**src/rtl/btn_pkg.sv**
```systemverilog
// Shared definitions for the EGO1 button conditioning blocks: FSM state
// encodings and default 100 MHz debounce/long-press cycle counts.
package btn_pkg;

    typedef enum logic [1:0] {
        ST_IDLE         = 2'd0,
        ST_PRESS_WAIT   = 2'd1,
        ST_PRESSED      = 2'd2,
        ST_RELEASE_WAIT = 2'd3
    } btn_state_t;

    localparam int unsigned DB_CNT_DEFAULT   = 2000000;  // 20 ms at 100 MHz
    localparam int unsigned LONG_CNT_DEFAULT = 1000000;  // 10 ms at 100 MHz
    localparam int unsigned CNT_W_DEFAULT    = 21;

endpackage

```
**src/rtl/sync_2ff.sv**
```systemverilog
// Two-flop synchroniser for asynchronous board inputs (buttons, switches);
// output is the input delayed by two cp edges, reset value 0.
module sync_2ff #(
    parameter int unsigned WIDTH = 1
) (
    input  logic             cp,
    input  logic             rst_n,
    input  logic [WIDTH-1:0] d,
    output logic [WIDTH-1:0] q
);

    logic [WIDTH-1:0] meta;

    always_ff @(posedge cp or negedge rst_n) begin
        if (!rst_n) begin
            meta <= '0;
            q    <= '0;
        end else begin
            meta <= d;
            q    <= meta;
        end
    end

endmodule

```
**src/rtl/btn_debounce_pulse.sv**
```systemverilog
// Push-button conditioner: synchronise, debounce, emit level plus one-cycle
// press/release pulses. Define BTN_LONG_PRESS_EN to enable long_pulse.
module btn_debounce_pulse
    import btn_pkg::*;
#(
    parameter int unsigned DB_CNT   = DB_CNT_DEFAULT,
    parameter int unsigned CNT_W    = CNT_W_DEFAULT,
    parameter int unsigned LONG_CNT = LONG_CNT_DEFAULT
) (
    input  logic cp,
    input  logic rst_n,
    input  logic btn_raw,
    output logic btn_level,
    output logic press_pulse,
    output logic release_pulse,
    output logic long_pulse
);

    localparam logic [CNT_W-1:0] CNT_LAST = CNT_W'(DB_CNT - 1);

    if (DB_CNT < 2 || (64'd1 << CNT_W) <= 64'(DB_CNT) ||
        (64'd1 << CNT_W) <= 64'(LONG_CNT)) begin : g_bad_params
        $error("btn_debounce_pulse: illegal DB_CNT/CNT_W/LONG_CNT");
    end

    logic btn_s;

    sync_2ff #(.WIDTH(1)) u_sync (
        .cp    (cp),
        .rst_n (rst_n),
        .d     (btn_raw),
        .q     (btn_s)
    );

    btn_state_t       state, state_nxt;
    logic [CNT_W-1:0] cnt, cnt_nxt;
    logic             level_nxt, press_nxt, release_nxt;

    always_ff @(posedge cp or negedge rst_n) begin
        if (!rst_n) begin
            state         <= ST_IDLE;
            cnt           <= '0;
            btn_level     <= 1'b0;
            press_pulse   <= 1'b0;
            release_pulse <= 1'b0;
        end else begin
            state         <= state_nxt;
            cnt           <= cnt_nxt;
            btn_level     <= level_nxt;
            press_pulse   <= press_nxt;
            release_pulse <= release_nxt;
        end
    end

    always_comb begin
        state_nxt   = state;
        cnt_nxt     = cnt;
        level_nxt   = btn_level;
        press_nxt   = 1'b0;
        release_nxt = 1'b0;
        case (state)
            ST_IDLE: begin
                cnt_nxt = '0;
                if (btn_s) state_nxt = ST_PRESS_WAIT;
            end
            ST_PRESS_WAIT: begin
                if (!btn_s) begin
                    state_nxt = ST_IDLE;
                    cnt_nxt   = '0;
                end else if (cnt == CNT_LAST) begin
                    state_nxt = ST_PRESSED;
                    cnt_nxt   = '0;
                    level_nxt = 1'b1;
                    press_nxt = 1'b1;
                end else begin
                    cnt_nxt = cnt + 1'b1;
                end
            end
            ST_PRESSED: begin
                cnt_nxt = '0;
                if (!btn_s) state_nxt = ST_RELEASE_WAIT;
            end
            ST_RELEASE_WAIT: begin
                if (btn_s) begin
                    state_nxt = ST_PRESSED;
                    cnt_nxt   = '0;
                end else if (cnt == CNT_LAST) begin
                    state_nxt   = ST_IDLE;
                    cnt_nxt     = '0;
                    level_nxt   = 1'b0;
                    release_nxt = 1'b1;
                end else begin
                    cnt_nxt = cnt + 1'b1;
                end
            end
            default: begin
                state_nxt = ST_IDLE;
                cnt_nxt   = '0;
                level_nxt = 1'b0;
            end
        endcase
    end

`ifdef BTN_LONG_PRESS_EN
    localparam logic [CNT_W-1:0] LONG_LAST = CNT_W'(LONG_CNT - 1);
    localparam logic [CNT_W-1:0] LONG_SAT  = CNT_W'(LONG_CNT);

    logic [CNT_W-1:0] hold_cnt;

    // Held at zero outside PRESSED so every entry (including a bounce back
    // from RELEASE_WAIT) restarts the count; parks at LONG_CNT after firing.
    always_ff @(posedge cp or negedge rst_n) begin
        if (!rst_n) begin
            hold_cnt   <= '0;
            long_pulse <= 1'b0;
        end else if (state != ST_PRESSED) begin
            hold_cnt   <= '0;
            long_pulse <= 1'b0;
        end else if (hold_cnt == LONG_LAST) begin
            hold_cnt   <= LONG_SAT;
            long_pulse <= 1'b1;
        end else begin
            if (hold_cnt != LONG_SAT) hold_cnt <= hold_cnt + 1'b1;
            long_pulse <= 1'b0;
        end
    end
`else
    assign long_pulse = 1'b0;
`endif

endmodule

```
**config.mk**
```make
export PLATFORM = sky130hd
export DESIGN_NAME = btn_debounce_pulse
export DESIGN_NICKNAME = d
export VERILOG_FILES = /design/src/rtl/btn_pkg.sv /design/src/rtl/sync_2ff.sv /design/src/rtl/btn_debounce_pulse.sv
export SDC_FILE = /design/constraint.sdc
export NUM_CORES = 1
export LEC_CHECK = 0
export CAP_MARGIN = 20
export CORE_UTILIZATION = 50
export CTS_BUF_LIST = sky130_fd_sc_hd__clkbuf_8
export CTS_CLUSTER_DIAMETER = 50
export DETAILED_ROUTE_END_ITERATION = 8
export PLACE_DENSITY = 0.71
export SKIP_CTS_REPAIR_TIMING = 1
export SYNTH_ARGS = -nofsm -noshare
export SYNTH_HDL_FRONTEND = slang
export SYNTH_SLANG_ARGS = --single-unit
```
**constraint.sdc**
```tcl
create_clock -name cp -period 1.8 [get_ports cp]
set_clock_uncertainty 0.05 [all_clocks]
set_input_delay 0.45 -clock cp [delete_from_list [all_inputs] [get_ports cp]]
set_output_delay 0.45 -clock cp [all_outputs]
set_load 0.02 [all_outputs]
```
==> run_results.csv, run 1 <==
group,metric,value,unit
status,outcome,"complete, no violations",
global_route,antenna_found_initial,0,
finish,regArea,700.7,um^2
placement,place_inst,169,
sta,grt_setup_unrepaired,"false",
floorplan,rows,18,
clocking,numClockSinks,28,
synthesis,synth_cells,129,
floorplan,coreArea,2522,um^2
floorplan,die_area,2912,um^2
synthesis,seq_area_frac_synth,51.90,%
clocking,root_buffer,"clkbuf_8",
synthesis,synth-edff-count,0,
routing,dr_total_vias,981,
placement,dpl_cell_area,1490,um^2
sta,hold_violations,0,
finish,syn2layout_area_growth,17.98,%
finish,final_layout_size_suffix_gt1_share,17.36,%
synthesis,async_flop_share,100.0,%
sta,setup_viol,0,
worst_setup_path,path_class,"reg -> out",
power,max-vdd-ir-drop,567.5,uV
global_route,top_usage_layer,"met2",
synthesis,ys.flop_type,"dfrtp_1",
clocking,cts_tree,"done",
power,p_total,1.168,mW
routing,drtPass1Iterations,4,
routing,ant_nets,0,
finish,final_core_util,63.14,%
routing,drt-initial-drc-count,21,
worst_setup_path,cp_slowest_cell,"clkdlybuf4s50_1",
sta,slew_viol_final,0,
global_route,grt-ovfl-total,0,
worst_setup_path,max_stage_delay,0.59,ns
worst_setup_path,critPathRequiredTime,1.30,ns
worst_setup_path,critical-path-top-delay-family,"buffers and inverters",
synthesis,yosys_warnings,0,
worst_setup_path,cp.buffers_inverters,1,
clocking,worstSkewPairLatency,0.28,ns
sta,final.period_utilization,94.41,%
clocking,clockBufferDepth,2,
finish,stdcell_count,174,
finish,nFillCells,224,
synthesis,synth.distinct_cells,34,
routing,totalWireLength,2414,um
worst_setup_path,end_kind,"output port",
finish,multi_input_area,631.9,um^2
worst_setup_path,worst_setup_path_start_kind,"flop",
worst_setup_path,cp_max_fo,1,
global_route,grtUsageTotal,20.20,%
floorplan,ioPinCount,7,
power,cellLeakagePower,0.6695,nW
placement,gp_congestion,0.7910,
placement,place_ws,0.02306,ns
worst_setup_path,arrival,1.20,ns
global_route,grtUsageMet2,32.51,%
floorplan,die_w,53.96,um
global_route,first_global_vias,956,
sta,fin_crit,1.699,ns
synthesis,avgSynthCellArea,10.47,um^2
synthesis,syn-num-nets,133,
synthesis,synth.area.top_cells,"dfrtp_1 52%, xor2_1 6.5%, nor2_1 3.6%",
clocking,path_clk_slew,0.09,ns
synthesis,synth_commonest_cells,"28 x dfrtp_1, 13 x nor2_1, 10 x xor2_1",
global_route,grt_util_met1,26.28,%
global_route,grt_max_degree,29,
power,power_density,733.5,nW/um^2
floorplan,start_util,53.52,%
global_route,use_met3,2.542,%
placement,portBuffers,5,
clocking,numCtsBuffers,3,
worst_setup_path,cp_cell_sequence,"clkdlybuf4s50_1",
finish,antenna_cells,0,
synthesis,synth_top_cell_area_share,51.90,%
sta,hold_ws,0.3029,ns
min_path,hp-class,"reg -> reg",
synthesis,synth_seq_cells,28,
sta,worst_slack,0.1007,ns
routing,vias_per_cell,5.638,
synthesis,synth.most_common_cell,"dfrtp_1",
placement,post-dp-hpwl,1731,um
finish,fin_area,1593,um^2
synthesis,synth_top_area_cell,"dfrtp_1",
finish,nets,149,
floorplan,die_height,53.96,um
routing,drc,0,
sta,tns,0,ns
clocking,cts_htree_levels,1,
sta,fmax,588.5,MHz
job,maxCapViolCount,0,
synthesis,netlist_area,1350,um^2
routing,wl_per_cell,13.87,um
global_route,grt_pass1_wl,4146,um
-- cell families after synthesis --
logic type	after synthesis	share of synthesized area, %
xor gates and xnor gates	12	7.785
adders and majority gates	1	0.9266
other	1	0.2778
and+or+nand+nor	59	26.51
DFF	28	51.90
buffers and inverters	7	2.872
AOI/OAI and AO/OA	21	9.732
-- registers in the layout, indices dropped and copies added, names as in the netlist, named ones only --
name	flops
state	1
u_sync.q	1
press_pulse	1
cnt	21
btn_level	1
release_pulse	1
u_sync.meta	1
-- power by group --
group	switching (mW)	total, mW	internal [mW]
logic	0.0260	0.0410	0.0150
clock network	0.192	0.490	0.298
registers	0.00341	0.637	0.634
total	0.222	1.17	0.947
-- worst paths after layout --
path / start / to / slack (ns) / cells past startpoint
setup / recovery: release_pulse / release_pulse / 0.10 / 1
hold / removal: u_sync.meta / u_sync.q / 0.30 / 0
setup reg to reg: cnt[8] / btn_level / 0.10 / 4
hold reg to reg: u_sync.meta / u_sync.q / 0.30 / 0
max in group asynchronous: rst_n / cnt[8] / 0.96 / 2
min in group asynchronous: rst_n / cnt[15] / 0.48 / 2
-- metal layers --
| layer | wire length [um] | vias up |
|---|---|---|
| met3 | 65 | 5 |
| met2 | 1140 | 16 |
| li1 | - | 482 |
| met4 | 54 | 0 |
| met5 | 0 | - |
| met1 | 1155 | 478 |
-- area by class of cell --
cell class | count | area share, %
repair buffers | 15 | 8.798
flip-flops and latches | 28 | 43.99
clock buffers | 3 | 2.592
well taps | 30 | 2.357
multi-input cells | 94 | 39.67
inverters | 3 | 0.7070
clock inverters | 1 | 1.885
-- cell usage in the layout, fill, tap and decap left out --
master and count:
bufinv_16 1, o21bai_4 1, a211o_1 1, dfrtp_1 28
a21boi_0 1, a21oi_1 7, ha_1 1, nand4_1 6
and4_4 1, nor2_1 13, and2_1 6, or3_1 7
o31ai_1 1, xnor2_1 2, nand3_1 7, nor4_2 1
dlymetal6s2s_1 1, and4_1 2, a21oi_2 1, clkdlybuf4s50_1 4
o21ai_0 9, clkbuf_8 3, inv_1 3, buf_4 9
nor4b_2 2, conb_1 1, or4_4 1, nand2_1 7
and4_2 1, nand3_2 1, buf_12 1, nand3_4 1
nor3b_1 1, xor2_1 10, nor4bb_2 1, or2_1 1
Note: power is estimated with default switching activity, not from simulation.
==> run 2, diff against run 1 <==
--- a/config.mk
+++ b/config.mk
@@ -5,6 +5,7 @@
 export SDC_FILE = /design/constraint.sdc
 export NUM_CORES = 1
 export LEC_CHECK = 0
+export ABC_AREA = 1
 export CAP_MARGIN = 20
 export CORE_UTILIZATION = 50
 export CTS_BUF_LIST = sky130_fd_sc_hd__clkbuf_8
==> run_results.csv, run 2 <==
group,metric,value,unit
synthesis,synth_top_area_cell,"dfrtp_1",
power,max-vdd-ir-drop,503.9,uV
floorplan,die_area,3286,um^2
floorplan,rows,19,
finish,final_common_cell,"nor2_1",
synthesis,synth.area.top_cells,"dfrtp_1 46%, nor2_1 14%, nand2_1 12%",
synthesis,synth_top_cell_area_share,45.79,%
floorplan,ioPinCount,7,
worst_setup_path,path_class,"reg -> out",
finish,final_layout_size_suffix_gt1_share,10.09,%
finish,antenna_cells,0,
worst_setup_path,cp_cell_sequence,"clkdlybuf4s50_1",
routing,dr_total_vias,1309,
clocking,numClockSinks,28,
worst_setup_path,cp_slowest_cell,"clkdlybuf4s50_1",
placement,portBuffers,5,
routing,vias_per_cell,5.257,
min_path,hp-class,"reg -> reg",
worst_setup_path,critical-path-top-delay-family,"buffers and inverters",
synthesis,synth.distinct_cells,21,
routing,top_layer,"met4",
synthesis,seq_area_frac_synth,45.79,%
global_route,grtUsageTotal,22.38,%
routing,dr_wl_met2,1480,um
power,cellLeakagePower,0.7002,nW
sta,hold_ws,0.3126,ns
clocking,cts_tree,"done",
synthesis,ys.flop_type,"dfrtp_1",
worst_setup_path,cp.buffers_inverters,1,
routing,wl_per_cell,12.98,um
routing,wl_met3,174,um
global_route,antenna_found_initial,0,
global_route,grt_max_degree,29,
clocking,root_buffer,"clkbuf_8",
placement,place_inst,245,
sta,grt_setup_unrepaired,"false",
worst_setup_path,arrival,1.24,ns
finish,final_core_util,59.75,%
finish,nets,223,
synthesis,synth-edff-count,0,
finish,largest_reg_flops,21,
floorplan,coreArea,2829,um^2
floorplan,die_w,57.32,um
finish,stdcell_count,249,
finish,syn2layout_area_growth,10.47,%
synthesis,netlist_area,1530,um^2
clocking,clockBufferDepth,2,
synthesis,avgSynthCellArea,7.322,um^2
global_route,grt_pass1_wl,5637,um
sta,fmax,574.9,MHz
synthesis,synth_cells,209,
floorplan,start_util,54.09,%
finish,final_cell_mix,"59 x nor2_1, 50 x nand2_1, 27 x dfrtp_1, 21 x inv_1, 9 x nand3_1",
synthesis,syn-num-nets,213,
worst_setup_path,end_kind,"output port",
routing,ant_nets,0,
sta,hold_violations,0,
placement,post-dp-hpwl,2424,um
routing,totalWireLength,3232,um
sta,slew_viol_final,0,
sta,fin_crit,1.739,ns
clocking,path_clk_slew,0.09,ns
status,violations,"DRC",
synthesis,yosys_warnings,0,
sta,final.period_utilization,96.63,%
worst_setup_path,max_stage_delay,0.61,ns
synthesis,synth.most_common_cell,"nor2_1",
worst_setup_path,cp_max_fo,2,
synthesis,async_flop_share,100.0,%
routing,drtPass1Iterations,6,
synthesis,synth_commonest_cells,"59 x nor2_1, 50 x nand2_1, 28 x dfrtp_1",
power,power_density,689.7,nW/um^2
worst_setup_path,worst_setup_path_start_kind,"flop",
job,maxCapViolCount,0,
worst_setup_path,critPathRequiredTime,1.30,ns
clocking,cts_htree_levels,1,
global_route,first_global_vias,1282,
sta,setup_viol,0,
routing,drt-initial-drc-count,45,
sta,tns,0,ns
floorplan,die_height,57.32,um
routing,drt-met1-wl,1533,um
finish,nFillCells,242,
finish,largest-register,"cnt",
clocking,numCtsBuffers,3,
routing,drc,2,
global_route,grt-ovfl-total,0,
synthesis,synth_seq_cells,28,
clocking,worstSkewPairLatency,0.27,ns
placement,gp_congestion,1.022,
status,outcome,"finished with violations",
==> run 2: metrics by stage <==
stage,setup WS (ns),total power [mW],instance area (um^2)
3_5_place_dp,0.1691,0.6931,1615
2_1_floorplan,0.3319,0.6727,1530
4_1_cts,0.05321,1.179,1687
3_3_place_gp,0.2247,0.6918,1615
5_1_grt,0.02398,1.208,1690
6_report,0.06061,1.166,1690
==> run 2: cell families after synthesis <==
logic type | count (synthesis) | synth area share (%)
other cells | 1 | 0.2451
flops | 28 | 45.79
xor+xnor | 12 | 6.868
simple gates | 135 | 36.71
buf+inv | 26 | 7.359
fa+ha+maj | 1 | 0.8175
compound gates | 6 | 2.208
==> run 2: final cells by class <==
class	count	area, um^2	area share (%)
clock buffers	3	41.29	2.443
clock inverters	1	30.03	1.776
inverters	23	86.33	5.107
multi-input cells	155	719.4	42.56
flip-flops and latches	28	701.9	41.52
well taps	31	38.79	2.295
repair buffers	8	72.57	4.293
==> run 2: final timing paths <==
| check | start | end | slack [ns] | depth (start not counted) |
|---|---|---|---|---|
| setup / recovery | btn_level | btn_level | 0.06 | 1 |
| hold / removal | u_sync.meta | u_sync.q | 0.31 | 0 |
| setup reg to reg | cnt[0] | cnt[20] | 0.21 | 11 |
| hold reg to reg | u_sync.meta | u_sync.q | 0.31 | 0 |
| max in group asynchronous | rst_n | cnt[0] | 0.93 | 2 |
| min in group asynchronous | rst_n | cnt[7] | 0.49 | 2 |
==> run 2: power breakdown <==
group	internal, mW	leakage [nW]	switching, mW	total, mW
logic	0.0131	0.283	0.0284	0.0415
clock network	0.297	0.0357	0.188	0.486
registers	0.634	0.382	0.00462	0.639
total	0.945	0.700	0.221	1.17
==> run 2: per-layer routing <==
layer | vias to the layer above | global-route usage (%)
met5 | - | 0
met4 | 0 | 9.408
met3 | 6 | 2.721
met2 | 47 | 35.46
met1 | 607 | 31.27
li1 | 649 | -
==> run 3, diff against run 2 <==
--- a/config.mk
+++ b/config.mk
@@ -13,6 +13,7 @@
 export DETAILED_ROUTE_END_ITERATION = 8
 export PLACE_DENSITY = 0.71
 export SKIP_CTS_REPAIR_TIMING = 1
+export SKIP_LAST_GASP = 1
 export SYNTH_ARGS = -nofsm -noshare
 export SYNTH_HDL_FRONTEND = slang
 export SYNTH_SLANG_ARGS = --single-unit
==> results of run 3 <==
No change in the layout: final DEF, timing and power equal those of run 2.
